## config.mk

```make
export PLATFORM = sky130hd
export DESIGN_NAME = maxpool_stream
export DESIGN_NICKNAME = d
export VERILOG_FILES = /design/src/rtl/maxpool_stream.sv
export SDC_FILE = /design/constraint.sdc
export NUM_CORES = 1
export LEC_CHECK = 0
export CAP_MARGIN = 5
export CORE_ASPECT_RATIO = 2
export CORE_UTILIZATION = 60
export DETAILED_ROUTE_END_ITERATION = 6
export PLACE_DENSITY_LB_ADDON = 0.3
export SYNTH_ARGS = -nofsm -noshare
export SYNTH_HDL_FRONTEND = slang
export SYNTH_SLANG_ARGS = --single-unit
```

## constraint.sdc

```tcl
create_clock -name clk -period 10.1 [get_ports clk]
set_input_delay 2.02 -clock clk [delete_from_list [all_inputs] [get_ports clk]]
set_output_delay 2.02 -clock clk [all_outputs]
set_load 0.01 [all_outputs]
```

## src/rtl/maxpool_stream.sv

```systemverilog
// Streaming POOLxPOOL max-pooling over a raster-order pixel stream.
// A line buffer of partial column maxima replaces a full-window input.
module maxpool_stream #(
    parameter int DATA_W = 10,
    parameter int IMG_W  = 4,
    parameter int IMG_H  = 4,
    parameter int POOL   = 2,
    parameter int SIGNED = 0
) (
    input  logic              clk,
    input  logic              rst,
    input  logic              clear,
    input  logic              in_valid,
    output logic              in_ready,
    input  logic [DATA_W-1:0] in_data,
    output logic              out_valid,
    input  logic              out_ready,
    output logic [DATA_W-1:0] out_data,
    output logic              out_last
);
    localparam int NOC = IMG_W / POOL;
    localparam int NOR = IMG_H / POOL;
    localparam int PW  = $clog2(POOL);
    localparam int OCW = (NOC > 1) ? $clog2(NOC) : 1;
    localparam int ORW = (NOR > 1) ? $clog2(NOR) : 1;
    localparam logic [PW-1:0]  P_LAST  = PW'(POOL - 1);
    localparam logic [OCW-1:0] OC_LAST = OCW'(NOC - 1);
    localparam logic [ORW-1:0] OR_LAST = ORW'(NOR - 1);

    if ((IMG_W % POOL) != 0 || (IMG_H % POOL) != 0 || POOL < 2 || POOL > 4) begin : g_bad_geometry
        $error("maxpool_stream: IMG_W/IMG_H must be multiples of POOL, POOL in 2..4");
    end

    // Column position split into (pc, oc), row position into (pr, orow).
    logic [PW-1:0]     pc_q, pc_d, pr_q, pr_d;
    logic [OCW-1:0]    oc_q, oc_d;
    logic [ORW-1:0]    or_q, or_d;
    logic [DATA_W-1:0] h_q, h_d;
    logic              out_valid_q, out_valid_d;
    logic [DATA_W-1:0] out_data_q, out_data_d;
    logic              out_last_q, out_last_d;
    logic [DATA_W-1:0] line_buf [NOC];

    logic              accept, col_end, row_end, win_done, buf_we;
    logic [DATA_W-1:0] hn, v;

    function automatic logic [DATA_W-1:0] vmax(input logic [DATA_W-1:0] a, input logic [DATA_W-1:0] b);
        logic a_gt;
        if (SIGNED != 0) a_gt = $signed(a) > $signed(b);
        else             a_gt = a > b;
        return a_gt ? a : b;
    endfunction

    assign in_ready = !clear && (!out_valid_q || out_ready);
    assign accept   = in_valid && in_ready;
    assign col_end  = (pc_q == P_LAST);
    assign row_end  = (pr_q == P_LAST);
    assign hn       = (pc_q == '0) ? in_data : vmax(h_q, in_data);
    assign v        = (pr_q == '0) ? hn : vmax(line_buf[oc_q], hn);
    assign win_done = accept && col_end && row_end;
    assign buf_we   = accept && col_end && !row_end;

    always_comb begin
        pc_d        = pc_q;
        oc_d        = oc_q;
        pr_d        = pr_q;
        or_d        = or_q;
        h_d         = h_q;
        out_valid_d = out_valid_q;
        out_data_d  = out_data_q;
        out_last_d  = out_last_q;
        if (clear) begin
            pc_d        = '0;
            oc_d        = '0;
            pr_d        = '0;
            or_d        = '0;
            h_d         = '0;
            out_valid_d = 1'b0;
            out_last_d  = 1'b0;
        end else begin
            if (out_valid_q && out_ready) begin
                out_valid_d = 1'b0;
                out_last_d  = 1'b0;
            end
            if (accept) begin
                h_d = hn;
                if (col_end) begin
                    pc_d = '0;
                    if (oc_q == OC_LAST) begin
                        oc_d = '0;
                        if (row_end) begin
                            pr_d = '0;
                            or_d = (or_q == OR_LAST) ? '0 : or_q + 1'b1;
                        end else begin
                            pr_d = pr_q + 1'b1;
                        end
                    end else begin
                        oc_d = oc_q + 1'b1;
                    end
                end else begin
                    pc_d = pc_q + 1'b1;
                end
                // A completing window reloads the output register even while it is being popped.
                if (win_done) begin
                    out_data_d  = v;
                    out_valid_d = 1'b1;
                    out_last_d  = (oc_q == OC_LAST) && (or_q == OR_LAST);
                end
            end
        end
    end

    always_ff @(posedge clk or posedge rst) begin
        if (rst) begin
            pc_q        <= '0;
            oc_q        <= '0;
            pr_q        <= '0;
            or_q        <= '0;
            h_q         <= '0;
            out_valid_q <= 1'b0;
            out_data_q  <= '0;
            out_last_q  <= 1'b0;
        end else begin
            pc_q        <= pc_d;
            oc_q        <= oc_d;
            pr_q        <= pr_d;
            or_q        <= or_d;
            h_q         <= h_d;
            out_valid_q <= out_valid_d;
            out_data_q  <= out_data_d;
            out_last_q  <= out_last_d;
        end
    end

    // Stale entries are harmless: every entry is rewritten at pr==0 before it is read.
    always_ff @(posedge clk) begin
        if (buf_we) line_buf[oc_q] <= v;
    end

    assign out_valid = out_valid_q;
    assign out_data  = out_data_q;
    assign out_last  = out_last_q;
endmodule
```

== Word level (Yosys, flattened, before mapping) ==
Memories as Yosys holds them, arrays and structs flattened.
Cells that the tools add are included.

* Memories: 1
* Bits in writable memories: 20
* Flip-flop bits (word level): 26
* Input port bits: 15

{| class="wikitable"
|+ Memories
! memory !! words !! bits a word !! rd ports !! clocked after memory_dff !! wr ports !! line !! text
|-
| line_buf || 2 || 10 || 1 || 0 || 1 || 42 || <nowiki>logic [DATA_W-1:0] line_buf [NOC];</nowiki>
|}

* Add/sub/neg operators: 4
* Reduce and logical (&&, ||, !) cells: 19
* Muxes and demuxes: 34
* Bitwise logic cells: 1
* Order comparisons: 2

{| class="wikitable"
|+ Operators by type and width
! cell !! count
|-
| $mux 10 || 6
|-
| $mux 1 || 28
|-
| $gt 10x10->1 || 2
|-
| $reduce_bool 2->1 || 4
|-
| $logic_and 1x1->1 || 7
|-
| $reduce_and 3->1 || 2
|-
| $add 1x1->1 const B || 4
|-
| $reduce_and 4->1 || 1
|-
| $logic_not 1->1 || 3
|-
| $reduce_and 2->1 || 1
|-
| $logic_or 1x1->1 || 1
|-
| $not 1->1 || 1
|}

== Longest topological paths before layout ==
* Depth after elaboration: 9
* Gate-level depth with buffers: 21
* Gate-level depth less buffers: 18

== Least setup slack after synthesis ==
OpenSTA, ideal clock, no wires.

* Kind: input -> register
* Start: in in_data[5]
* End: mem line_buf[0][3], data pin
* Path buffers: 3
* Setup slack: 4.190 ns
* Data arrival time: 5.645 ns
* Stages: 19
* Cell sequence: inv_1 -> ha_1 -> a21oi_1 -> o21ai_1 -> a2111oi_4 -> nor2_2 -> buf_4 -> clkbuf_1 -> a21oi_1 -> ha_1 -> and4_1 -> nand3_1 -> or4_4 -> o31ai_4 -> o221ai_2 -> and2_1 -> buf_6 -> a211oi_2 -> nor2_1

* Word-level cells in the longest chain between the ends: 6

{| class="wikitable"
|+ Ends and longest elaborated chain
! item !! line !! text
|-
| from (decl) || 15 || <nowiki>input logic [DATA_W-1:0] in_data,</nowiki>
|-
| $gt 10x10->1 || 50 || <nowiki>else a_gt = a > b;</nowiki>
|-
| $mux 10 || 51 || <nowiki>return a_gt ? a : b;</nowiki>
|-
| $mux 10 (*) || 58 || <nowiki>assign hn = (pc_q == '0) ? in_data : vmax(h_q, in_data);</nowiki>
|-
| $gt 10x10->1 || 50 ||
|-
| $mux 10 || 51 ||
|-
| $mux 10 (*) || 59 || <nowiki>assign v = (pr_q == '0) ? hn : vmax(line_buf[oc_q], hn);</nowiki>
|-
| via v[3] || 45 || <nowiki>logic [DATA_W-1:0] hn, v;</nowiki>
|-
| to (decl) || 42 ||
|}

The timed path passes the listed nets; every way through them passes the cells marked *.

== Worst setup path in the final report ==
* Start: in in_data[4]
* End: mem line_buf[0][4], data pin

The elaborated chain is that of the path after synthesis.

==> metrics <==
Setup CP Type=input port to flip-flop; Yosys top cell area share=22.0%; Routed WL=6.51 mm; sequential fraction of the synthesis area=42.2%; final hold vios=0; total area of sequential cells=1250 sq um; area of the multi-input gates=1550 sq um; Synth Area in Simple Gates=16.0%; Row Count=35; xor/xnor share of the synthesized area=0.887%; Detailed Route Iter0 Violations=55; largest family of logic cells by synthesized area=compound AO/OA/AOI/OAI gates; total negative slack=0 ns; All-Layer GR Usage=27.5%; Commonest cells post-synth=26 x dfrtp_1, 23 x inv_1, 22 x nor2_1; Synth Area in Compound Gates=23.4%; GP Congestion=0.839; power per cell area=116 nW/um^2; Max-cap violations=0; Post-Syn Area=2960 sq um; Final nets=337; Routed Antenna Nets=0; clk slew on worst S/H paths=0.08 ns; Clk Latency, worst-skew pair=0.30 ns; net count after synthesis=319; fin crit share=70.9%; Ports=28; setup bufs post-CTS=0; dpl cells=352; detailed-route DRC error count=0; worst min-delay path category=flip-flop to flip-flop; first-pass GRT wire length=10.5 mm; Core Box Area=4690 sq um; Finished Layout Cells=360; crit path capture type=flip-flop; Initial Util=63.2%; Slew @ Worst Pin=1.18 ns; drt wl/cell=18.1 um; post-synthesis area per instance=10.4 sq um; post-synth top area cell=dfrtp_1; 1st-pass router iterations=4; Leak=1.35 nW; fillers=356; max frequency=140 MHz; clk_skew=0.00471 ns; share of layout cells above drive strength 1=14.4%; WP data required=10.14 ns; clock root buffer=clkbuf_8; DP HPWL=4.91 mm; asr flop ratio synth=56.5%; gr ovfl total=0; port bufs=27; Post-synth EDFFs=20; vias in the first global route=2,333; Num CTS Buffers=5; htree depth=2; largest cells by area after synthesis=dfrtp_1 22%, edfxtp_1 20%, ha_1 7.6%; critical path arrival=7.21 ns; Distinct cells, synth=50; Die Width=51.7 um; Ant. Diodes=0; largest net degree at the start of global routing=27; DIE AREA=5240 sq um; DR vias=2,228; CTS resizes=0; hold-fix buffers at CTS=0; Chip Height=101 um; initial antenna violation count=0; Post-Synth Adder-Cell Area=7.60%; Worst setup SP type=input port; FF+latch count, synth=46; Max rail drop VDD=109 uV; most instantiated library cell after synthesis=dfrtp_1; Area growth syn-to-layout=12.0%; relative slew slack=21.2%; Max clock buf depth=2; Final Max Slew Viols=0; total clock sinks=46; RSZ-0062 raised after global routing=no; status=finished clean; worst-path fanout max=20; Tmin final=7.16 ns; drt via density=6.19; CTS tree=built; Primary FF master, synth=dfrtp_1; Post-Syn Instances=286; proportion of synthesized area in mux cells=4.14%; Ys Warns=0; final setup fails=0
report_power, final:
part | switching (W) | total (W) | internal [W]
sequential | 0.00000451 | 0.000205 | 0.000200
combinational | 0.0000384 | 0.0000634 | 0.0000250
clock | 0.0000617 | 0.000117 | 0.0000550
flip-flops by register name, summed over array words and instances, names as in the netlist:
signal,count
line_buf,20
col_end,1
or_q,1
pr_q,1
out_last,1
oc_q,1
out_data,10
h_q,10
out_valid,1
area by class of cell:
class | count | share of cell area (%)
multi-input cells | 201 | 46.6
inverters | 23 | 2.60
repair buffers | 27 | 8.14
well taps | 55 | 2.07
clock inverters | 2 | 0.377
clock buffers | 6 | 2.49
flip-flops and latches | 46 | 37.7
worst paths after layout:
kind / from / to / slack [ns] / cells after the start
hold / removal: out_data[8]$_DFFE_PP0P_ / out_data[8]$_DFFE_PP0P_ / 0.48 / 2
setup / recovery: in_data[4] / line_buf[0][4]$_DFFE_PP_ / 2.94 / 17
setup reg to reg: h_q[3]$_DFFE_PP0P_ / line_buf[0][4]$_DFFE_PP_ / 4.78 / 15
max in group asynchronous: rst / out_data[1]$_DFFE_PP0P_ / 7.16 / 2
min in group asynchronous: rst / out_valid$_DFF_PP0_ / 2.28 / 2
hold reg to reg: out_data[8]$_DFFE_PP0P_ / out_data[8]$_DFFE_PP0P_ / 0.48 / 2
cell families (layout without fill, tap and decap cells):
family                   after synthesis  in the layout
AND/OR/NAND/NOR                       90             90
multiplexers                          12             12
adder cells (fa/ha/maj)               18             18
flip-flops                            46             46
buffers and inverters                 39             58
AO/OA/AOI/OAI                         78             78
XOR/XNOR                               3              3
stage by stage:
step | utilization [%] | worst slack [ns] | area, sq um | hold slack, ns | power [W]
global route | 70.8 | 2.58 | 3320 | 0.513 | 0.000401
floorplan | - | 4.19 | 2960 | 0.503 | 0.000254
CTS | 70.8 | 3.00 | 3320 | 0.489 | 0.000387
finish | 70.8 | 2.94 | 3320 | 0.484 | 0.000385
global placement | 68.8 | 2.84 | 3220 | 0.461 | 0.000269
detailed placement | 68.8 | 2.67 | 3220 | 0.470 | 0.000272
placed cells by master (no fill, tap or decap), types with 2 or more instances in the layout:
master	netlist	final
a21oi_1	15	15
o2bb2ai_1	10	10
nand3_1	17	17
mux2i_1	10	10
inv_1	23	23
edfxtp_1	20	20
clkdlybuf4s50_1	0	27
or2_2	2	2
nand2b_1	2	2
and2_1	5	5
o31ai_1	5	5
o221ai_2	2	2
a21oi_2	2	2
xor2_1	2	2
nand3b_1	8	8
nand2_1	19	19
a211oi_2	11	11
o31ai_2	6	6
ha_1	18	18
nor2_1	22	22
dfrtp_1	26	26
or3_1	2	2
o21ai_0	11	11
mux2_2	2	2
clkbuf_8	0	6
a21o_1	6	6
and4_1	3	3
metal layers:
metal | vias up | GRT usage (%) | wire [um]
met4 | 0 | 12.7 | 159
met2 | 50 | 50.3 | 3740
met3 | 12 | 4.35 | 193
met1 | 1082 | 29.7 | 2420
met5 | - | 0 | 0
li1 | 1084 | - | -
critical path, cell delays in order:
cell	delay [ns]
clkdlybuf4s50_1	0.52
inv_1	0.09
ha_1	0.31
nand4_2	0.12
a211oi_2	0.36
a2111oi_4	0.08
nor2_2	0.65
a21oi_1	0.32
ha_1	0.38
and4_1	0.25
nand3_1	0.26
or4_4	0.58
o31ai_4	0.09
o221ai_2	0.27
and2_1	0.44
a211oi_2	0.32
nor2_1	0.11
Note: power is estimated with default switching activity, not from simulation.
==> variant 1: new RTL, same settings <==
Make the reset (`rst`) synchronous in one clocked block.
--- a/src/rtl/maxpool_stream.sv
+++ b/src/rtl/maxpool_stream.sv
@@ -111,5 +111,5 @@
     end
 
-    always_ff @(posedge clk or posedge rst) begin
+    always_ff @(posedge clk) begin
         if (rst) begin
             pc_q        <= '0;
Formal check against the unedited RTL: differs if rst is asserted again (counterexample within 10 cycles, from zero or initial values and one cycle with rst high); with rst held inactive, the same outputs for 10 cycles.
==> variant 1 against the unedited design <==
  * Cell count down 7.2%
  * Setup slack improved by 1.3 ns
  * Utilization is 0.66 points higher
  * Clock power fell by 9%
  * Routed wire length shrank 22%
  * First-iteration DRC count up 9.1%
  * Area after synthesis is 14% lower
  * Power is 12% lower
  * Via count down 9.3%
  * Final area shrank 12%
  * Sequential cell count rose by 1
  * Combinational power shrank 47%
==> variant 1: results (changes against the unedited design) <==
Status
  • Outcome: completed (unchanged)

Setup path
  • Max Fanout on Critical Path: 31 (was 20)
  • Worst EP arrival: 6.02 ns (was 7.21 ns)

Layout
  • Nets: 316 (was 337)
  • Layout cells sized above 1: 5.67% (was 14.4%)

Worst hold path
  • Min-delay worst type: register to register (unchanged)

Clock tree
  • Number of setup buffers added after CTS: 0 (unchanged)
  • Clock Tree Buf Depth: 2 (unchanged)

Routing
  • Pre-antenna DRT Iters: 5 (was 4)
  • Initial DRC Count: 60 (was 55)
  • WL/cell: 15.2 um (was 18.1 um)
  • DR vias: 2,021 (was 2,228)

Power and ir drop
  • Pint: 262 uW (was 281 uW)
  • Static leakage: 1.09 nW (was 1.35 nW)
  • VDD IR max: 0.102 mV (was 0.109 mV)

Timing
  • Worst Skew: 0.00554 ns (was 0.00471 ns)
  • Max_slew headroom: 29.7% (was 21.2%)

Yosys
  • Yosys cell types: 37 (was 50)
  • Largest cells by area after synthesis: edfxtp_1, dfxtp_1, ha_1 (was dfrtp_1, edfxtp_1, ha_1)
  • Synth cell count leaders: a21oi_1, dfxtp_1, edfxtp_1, ha_1, inv_1 (was dfrtp_1, inv_1, nor2_1)
  • Syn Nets: 295 (was 319)
  • Dominant synthesized flop cell: dfxtp_1 (was dfrtp_1)
  • Post-synthesis sequential area ratio: 44.7% (was 42.2%)
  • Asr flop ratio synth: 0% (was 56.5%)

Place
  • Setup WS pre-CTS: 3.97 ns (was 2.67 ns)
  • Final HPWL DP: 3.82 mm (was 4.91 mm)
  • Routability-driven placement congestion ratio: 0.910 (was 0.839)
  • Placed instance area: 2840 um^2 (was 3220 um^2)

Global routing
  • Vias in the first global route: 1,913 (was 2,333)
  • First-pass GRT wire length: 8.21 mm (was 10.5 mm)
  • Tot GR Track Use: 25.1% (was 27.5%)
  • Largest net degree at the start of global routing: 33 (was 27)
[variant 1: changes by cell type in the layout (fill, tap and decap cells not counted), moves of 8 or more]
cell,change
nand3b_1,-8
a211oi_2,-11
a21oi_1,+28
nor3b_1,+10
nand2_1,-11
o2bb2ai_1,-10
dfrtp_1,-26
nor2_1,-12
o41ai_1,+9
dfxtp_1,+27
mux2i_1,+9
nor3_1,+11
nand3_1,-11
[variant 1: power groups by stage]
stage,Clock [mW],Combinational (mW),Sequential (mW)
final,0.106,0.0336,0.201
after global routing,0.114,0.0372,0.201
after CTS,0.107,0.0332,0.201
after detailed placement,0,0.0331,0.205
after global placement,0,0.0323,0.205
after floorplan,0,0.0212,0.205
[variant 1: area by class of cell]
type / instances / area (um^2)
sequential: 47 / 1140
inverter: 20 / 75.1
tap: 52 / 65.1
fill: 310 / 1170
multi-input combinational: 178 / 1270
clock inverter: 2 / 8.76
timing repair buffer: 29 / 285
clock buffer: 6 / 72.6
[variant 1: critical path: stages]
cell	delay [ns]
clkdlybuf4s50_1	0.45
inv_1	0.05
ha_1	0.31
a211o_1	0.27
a21oi_2	0.15
o211ai_2	0.22
and2_4	0.28
a21oi_1	0.32
ha_1	0.31
and3_1	0.18
nand3_1	0.11
o221ai_1	0.12
o21ba_2	0.75
nor3_1	0.11
a221o_1	0.38
[variant 1: logic make-up after synthesis]
| group | Yosys count | synth area share [%] |
|---|---|---|
| AOI/OAI and AO/OA | 77 | 18.5 |
| and+or+nand+nor | 57 | 12.0 |
| DFF | 47 | 44.7 |
| buffers and inverters | 35 | 5.50 |
| muxes | 20 | 8.05 |
| adders and majority gates | 20 | 9.81 |
| xor gates and xnor gates | 4 | 1.37 |
[variant 1: final timing paths]
path | startpoint | endpoint | slack [ns] | depth (start not counted)
worst min register to register | out_last | out_last | 0.49 | 2
worst max register to register | h_q[7] | out_data[0] | 6.17 | 13
worst max-delay path | in_data[7] | out_data[0] | 4.27 | 15
worst min-delay path | out_last | out_last | 0.49 | 2
[variant 1: per-layer routing]
layer | up-vias | part of all wire, % | GRT usage, %
met1 | 945 | 40 | 30.6
li1 | 994 | - | -
met3 | 19 | 3.6 | 4.81
met2 | 63 | 53 | 39.2
met5 | - | 0 | 0
met4 | 0 | 3.5 | 13.7
[variant 1: through the flow]
step / utilization (%) / hold WS [ns] / power (mW) / std cells
after floorplan: - / 0.455 / 0.226 / 260
after global placement: 69.5 / 0.460 / 0.238 / 326
after detailed placement: 69.5 / 0.472 / 0.239 / 326
after CTS: 71.5 / 0.486 / 0.342 / 334
after global routing: 71.5 / 0.506 / 0.352 / 334
final: 71.5 / 0.486 / 0.341 / 334
==> variant 2: new RTL, same settings <==
Without the edit above. Change the parameter `IMG_W` from 4 to 2.
--- a/src/rtl/maxpool_stream.sv
+++ b/src/rtl/maxpool_stream.sv
@@ -3,5 +3,5 @@
 module maxpool_stream #(
     parameter int DATA_W = 10,
-    parameter int IMG_W  = 4,
+    parameter int IMG_W  = 2,
     parameter int IMG_H  = 4,
     parameter int POOL   = 2,
Formal check against the unedited RTL: not equivalent (a bounded check fails within 10 cycles, from zero or initial values and one cycle with rst high).
==> variant 2 against the unedited design <==
  * The run now ends with design-rule violations left
  * Power decreased by 17%
  * Sequential power decreased by 23%
  * Critical endpoint is now out_data[0]
  * Combinational power decreased by 6.6%
  * Routed wire length decreased by 31%
  * Utilization increased by 3.4 points
  * Area after synthesis decreased by 28%
  * Final area decreased by 24%
  * Sequential cell count decreased by 11
  * Setup slack improved by 0.32 ns
==> variant 2: results (changes against the unedited design) <==
Status
  • Outcome: complete, but fails checks (was completed)
  • Violated checks: design-rule violations

Routing
  • Pre-antenna DRT Iters: 6 (was 4)
  • WL/cell: 17.0 um (was 18.1 um)
  • Met1 wire length: 1.54 mm (was 2.42 mm)
  • Initial DRC Count: 48 (was 55)
  • Drt drc: 2 (was 0)

Layout
  • ClkCell Share: 3.64% (was 2.87%)
  • Area of the multi-input gates: 1080 um^2 (was 1550 um^2)
  • Signal buffers share of area: 10.8% (was 8.14%)
  • Nets: 264 (was 337)
  • Clock buf count: 7 (was 6)

Power and ir drop
  • VDD IR max: 0.149 mV (was 0.109 mV)

Place
  • Final HPWL DP: 3.59 mm (was 4.91 mm)

Yosys
  • Syn Nets: 235 (was 319)
  • Xor and xnor area share after synthesis: 2.06% (was 0.887%)
  • Yosys cell types: 41 (was 50)
  • Synth cell count leaders: dfrtp_1, inv_1, ha_1 (was dfrtp_1, inv_1, nor2_1)
  • Asr flop ratio synth: 71.4% (was 56.5%)
  • Adder-Cell Fraction of Synth Area: 10.6% (was 7.60%)

Setup path
  • Delay-heaviest family, CP: compound AO/OA/AOI/OAI gates (was simple AND/OR/NAND/NOR gates)

Global routing
  • Largest net degree at the start of global routing: 26 (was 27)
  • Met1 usage: 25.3% (was 29.7%)
  • Vias in the first global route: 1,737 (was 2,333)

Timing
  • Max_slew headroom: 37.4% (was 21.2%)
variant 2: path summary, 6_finish.rpt:
check,start,depth (start not counted),end
max in group asynchronous,rst,2,out_last
max reg2reg,h_q[3],15,out_data[0]
min in group asynchronous,rst,2,h_q[4]
max,in_data[3],17,out_data[0]
min,out_data[8],1,out_data[8]
min reg2reg,out_data[8],1,out_data[8]
variant 2: stage by stage:
step	instances	area [um^2]	utilization, %	hold slack (ns)	setup slack [ns]
after floorplan	202	2130	-	0.505	4.42
after global placement	256	2410	71.5	0.481	3.17
after CTS	264	2510	74.2	0.502	3.23
after detailed placement	256	2410	71.5	0.474	2.91
final	264	2510	74.2	0.502	3.26
after global routing	264	2510	74.2	0.517	2.93
variant 2: power by group through the flow:
stage / Sequential [mW] / Clock [mW] / Combinational, mW
finish: 0.158 / 0.103 / 0.0592
global route: 0.159 / 0.110 / 0.0656
CTS: 0.158 / 0.104 / 0.0598
detailed placement: 0.161 / 0 / 0.0594
global placement: 0.161 / 0 / 0.0556
floorplan: 0.161 / 0 / 0.0363
